--- src/rtl/exibe_pkg.sv ---
// Shared definitions for the sequence display block: state codes and default dwell lengths.
// No logic here.
// No flow control here.
package exibe_pkg;

    typedef enum logic [2:0] {
        IDLE  = 3'd0,
        FETCH = 3'd1,
        SHOW  = 3'd2,
        GAP   = 3'd3,
        DONE  = 3'd4
    } estado_t;

    localparam int ON_CYCLES_DEF  = 1000;
    localparam int OFF_CYCLES_DEF = 500;
    localparam int TW_DEF         = 12;

endpackage

--- src/rtl/temporizador_exibicao.sv ---
// Loadable down-counter for dwell times; terminal is high while the count is zero.
// Latency: load takes effect on the next edge; terminal is combinational from the count.
// No backpressure: counts whenever habilita is high and it is not already at zero.
module temporizador_exibicao #(
    parameter int TW = 12
) (
    input  logic          clock,
    input  logic          reset,
    input  logic          carrega,
    input  logic [TW-1:0] valor,
    input  logic          habilita,
    output logic          terminal
);

    logic [TW-1:0] contagem;

    always_ff @(posedge clock or negedge reset) begin
        if (!reset) begin
            contagem <= '0;
        end else if (carrega) begin
            contagem <= valor;
        end else if (habilita && (contagem != '0)) begin
            contagem <= contagem - 1'b1;
        end
    end

    assign terminal = (contagem == '0);

endmodule

--- src/rtl/exibe_sequencia.sv ---
// Plays ROM items 0..limite on leds, each lit ON_CYCLES then dark OFF_CYCLES, then pulses fim_exibicao.
// Latency: (limite+1)*(1+ON_CYCLES+OFF_CYCLES) cycles from the start edge to DONE.
// No backpressure: the ROM answers one cycle after endereco settles, covered by the FETCH cycle.
module exibe_sequencia
    import exibe_pkg::*;
#(
    parameter int ON_CYCLES  = ON_CYCLES_DEF,
    parameter int OFF_CYCLES = OFF_CYCLES_DEF,
    parameter int TW         = TW_DEF
) (
    input  logic       clock,
    input  logic       reset,
    input  logic       iniciar,
    input  logic       cancela,
    input  logic [3:0] limite,
    output logic [3:0] endereco,
    input  logic [3:0] dados,
    output logic [3:0] leds,
    output logic       ocupado,
    output logic       fim_exibicao,
    output logic [2:0] db_estado
);

    estado_t       estado, prox;
    logic [3:0]    limite_reg;
    logic          carrega, habilita, terminal;
    logic [TW-1:0] valor;

    always_ff @(posedge clock or negedge reset) begin
        if (!reset) begin
            estado <= IDLE;
        end else begin
            estado <= prox;
        end
    end

    always_comb begin
        prox = estado;
        unique case (estado)
            IDLE:    if (iniciar) prox = FETCH;
            FETCH:   prox = SHOW;
            SHOW:    if (terminal) prox = GAP;
            GAP:     if (terminal) prox = (endereco == limite_reg) ? DONE : FETCH;
            DONE:    prox = IDLE;
            default: prox = IDLE;
        endcase
        if (cancela) prox = IDLE;
    end

    always_comb begin
        leds         = (estado == SHOW) ? dados : 4'd0;
        ocupado      = (estado != IDLE);
        fim_exibicao = (estado == DONE);
        db_estado    = estado;
    end

    always_ff @(posedge clock or negedge reset) begin
        if (!reset) begin
            endereco   <= 4'd0;
            limite_reg <= 4'd0;
        end else if (cancela) begin
            endereco <= 4'd0;
        end else if ((estado == IDLE) && iniciar) begin
            endereco   <= 4'd0;
            limite_reg <= limite;
        end else if ((estado == GAP) && terminal && (endereco != limite_reg)) begin
            endereco <= endereco + 4'd1;
        end
    end

    // Reload on every state change with the dwell of the state being entered, minus the entry cycle.
    always_comb begin
        carrega  = (prox != estado);
        habilita = (estado == SHOW) || (estado == GAP);
        case (prox)
            SHOW:    valor = TW'(ON_CYCLES - 1);
            GAP:     valor = TW'(OFF_CYCLES - 1);
            default: valor = '0;
        endcase
    end

    temporizador_exibicao #(
        .TW(TW)
    ) u_temporizador (
        .clock    (clock),
        .reset    (reset),
        .carrega  (carrega),
        .valor    (valor),
        .habilita (habilita),
        .terminal (terminal)
    );

endmodule
--- config.mk ---
export PLATFORM = sky130hd
export DESIGN_NAME = exibe_sequencia
export DESIGN_NICKNAME = d
export VERILOG_FILES = /design/src/rtl/exibe_pkg.sv /design/src/rtl/temporizador_exibicao.sv /design/src/rtl/exibe_sequencia.sv
export SDC_FILE = /design/constraint.sdc
export NUM_CORES = 1
export LEC_CHECK = 0
export BUFFER_PORTS_ARGS = -buffer_cell sky130_fd_sc_hd__buf_2
export CAP_MARGIN = 40
export CORE_MARGIN = 3
export CORE_UTILIZATION = 50
export DETAILED_ROUTE_END_ITERATION = 10
export PLACE_DENSITY = 0.73
export SLEW_MARGIN = 30
export SYNTH_ARGS = -nofsm -noshare
export SYNTH_HDL_FRONTEND = slang
export SYNTH_HIERARCHICAL = 1
export SYNTH_SLANG_ARGS = --single-unit
export TNS_END_PERCENT = 1
--- constraint.sdc ---
create_clock -name clock -period 6.75 [get_ports clock]
set_input_delay 0.675 -clock clock [delete_from_list [all_inputs] [get_ports clock]]
set_output_delay 0.675 -clock clock [all_outputs]
set_load 0.01 [all_outputs]
==> metrics <==
status finished clean; clock root buffer clkbuf_4; RSZ-0062 raised after global routing false; Max Slew Vio Count 0; port buffer count 24; top cells by area, synth dfrtp_1 (38%), nand2_1 (5.5%), mux2i_1 (3.3%); antenna cells 0; Die Ht a little over 60 um; Final Power 0.419 mW; chip width 60.9 um; pre-CTS WS about 3.7 ns; worst hold path class input port to asynchronous set/reset pin; Worst Path Max Fanout 23; GRT met2 Usage 31.5%; CP Class flop to flop; clk sinks 23; final hold violation count 0; initial detailed-routing violation count 44; CP cell instances inv_1, ha_1, nor3b_1, and4_1, or3b_2, a21o_1, inv_1, nand2_1, o21ai_0, a311o_1; area leader, netlist dfrtp_1; slowest stage delay, CP 0.54 ns; synth unique cells 50; Nets around 200; max reg flops 12; vias in the first global route 1169; Post-Syn Area per Cell between 9 and 10 um^2; Synth Instances 162; type of origin of the critical path flop; TNS Setup 0 ns; Tmin final 3.13 ns; Area Growth Syn to Fin 11.1%; H-tree Lvls 1; met3 Usage GRT 1.91%; Core ar. 0.00281 mm^2; YS warnings 6; setup ws final about 3.6 ns; met1 GRT Util roughly 25%; remaining antenna violation count 0; global-route wire length before repair between 5 and 6 mm; Reg clk slew, reported paths 0.12 ns; CTS resizes 0; Syn Std Cell Area 0.00151 mm^2; final instance area ~0.0017 mm^2; fin util around three fifths; endpoint class of the critical path flop; drt total wl 3.10 mm; fin crit share 46.4%; Setup Fix Bufs, Post-CTS 0; Top-Level Pins 25; area post-placement 0.00165 mm^2; CTS tree yes; crit path DAT ~3.3 ns; number of flops mapped to enable cells by yosys 0; Leak 0.797 nW; wire length per cell 14.2 um; fraction of registers with async set/reset 100%; Worst slew margin 50.4%; row cnt 19; Initial Util 53.8%; CTS buffer count 3; number of antenna violations at the first check in global routing 0; post-synthesis sequential area ratio approximately two fifths; synthesis-stage register bit count 23; slowest CP cell a21o_1; 1st-pass router iterations 4; Yosys top cell area share 38.1%; Peak Freq ~320 MHz; critical path buffer and inverter count 2; Tot GR Track Use between 10% and 20%; largest net degree at the start of global routing 24; Synth Flop Type dfrtp_1; residual DRC count 0; clock latency on the worst-skew pair 0.31 ns; GPL Wtd Cong 0.874; final setup fails 0; Detail Placement HPWL between 2 and 2.5 mm; CP required 6.95 ns; via count approximately 1300; clk buf depth 2; fraction of layout cells with a size suffix above 1 21.4%; Most Crowded Layer GR met2; VDD IR max 0.000140 V; die area roughly 0.0037 mm^2; crit-path leading delay family simple AND/OR/NAND/NOR gates; Clock Skew 0.00573 ns; slew at the pin closest to its max-slew limit 0.738 ns; # hold bufs at CTS 0; power per cell area between 200 and 250 mW/mm^2; Max-cap violations 0; critical path's most frequent cell inv_1; gr ovfl total 0; Via-to-Cell Ratio around 6
## power breakdown
| group | total (mW) | internal [mW] | switching [mW] |
|---|---|---|---|
| logic | 0.153 | 0.0671 | 0.0856 |
| registers | 0.203 | 0.166 | 0.0374 |
| clock network | 0.0628 | 0.0230 | 0.0397 |
| total | 0.419 | 0.256 | 0.163 |
## layer usage
| layer | share of wire (%) | up-vias | wire length, um |
|---|---|---|---|
| met4 | 0.74 | 0 | 23 |
| met2 | 48 | 29 | 1500 |
| met5 | 0 | - | 0 |
| met1 | 47 | 637 | 1470 |
| met3 | 3.4 | 2 | 106 |
| li1 | - | 641 | - |
## area by class of cell
class | count | area (um^2)
inverter | 8 | 30.0
tap | 31 | 38.8
fill | 248 | 1130
timing repair buffer | 24 | 120
sequential | 23 | 576
clock buffer | 4 | 26.3
multi-input combinational | 128 | 886
## through the flow
stage               hold WS (ns)  cells
global placement           0.518    214
CTS                        0.318    218
floorplan                  0.379    164
detailed placement         0.525    214
finish                     0.316    218
global route               0.333    218
## cells in the final DEF, fill, tap and decap left out, types with 3 or more instances in the layout
cell type	Yosys	routed
nand3_1	3	3
o21ai_0	4	4
buf_2	1	24
conb_1	1	3
and3_1	4	4
nand4_1	4	4
mux2_2	4	4
nor2_1	12	12
o211ai_1	4	4
nor2b_1	3	3
clkbuf_4	0	3
o21ai_1	3	3
a21oi_1	5	5
and2_1	5	5
or3_1	3	3
dfrtp_1	23	23
xnor2_1	5	5
inv_1	8	8
mux2i_1	5	5
nand2_1	22	22
ha_1	3	3
## synth_stat cells, drive strengths merged, types with 3 or more instances
master / instances
a21oi: 5
nand4: 4
dfrtp: 23
nand3: 3
and2: 5
mux2: 4
ha: 3
or3: 3
nor4: 4
inv: 8
or3b: 3
o211ai: 4
mux2i: 5
o21ai: 7
nand2: 22
nor2: 12
xnor2: 5
nor2b: 3
buf: 3
and3: 4
## path summary, 6_finish.rpt
path                                            startpoint                           to  slack, ns  cells past startpoint
worst max-delay path            u_temporizador/contagem[0]  u_temporizador/contagem[11]       3.62                     10
worst min-delay path                                 reset                 db_estado[2]       0.32                      1
worst max register to register  u_temporizador/contagem[0]  u_temporizador/contagem[11]       3.62                     10
worst min register to register               limite_reg[3]                limite_reg[3]       0.55                      1
max in group asynchronous                            reset  u_temporizador/contagem[10]       6.09                      1
min in group clock                           limite_reg[3]                limite_reg[3]       0.55                      1
## cells by family after synthesis
group	count (synthesis)	share of synthesized area, %
AND/OR/NAND/NOR	77	30.5
AO/OA/AOI/OAI	29	14.2
flip-flops	23	38.1
buffers and inverters	13	4.06
multiplexers	9	6.30
XOR/XNOR	7	4.06
adder cells (fa/ha/maj)	3	2.49
other	1	0.249
Note: power is estimated with default switching activity, not from simulation.
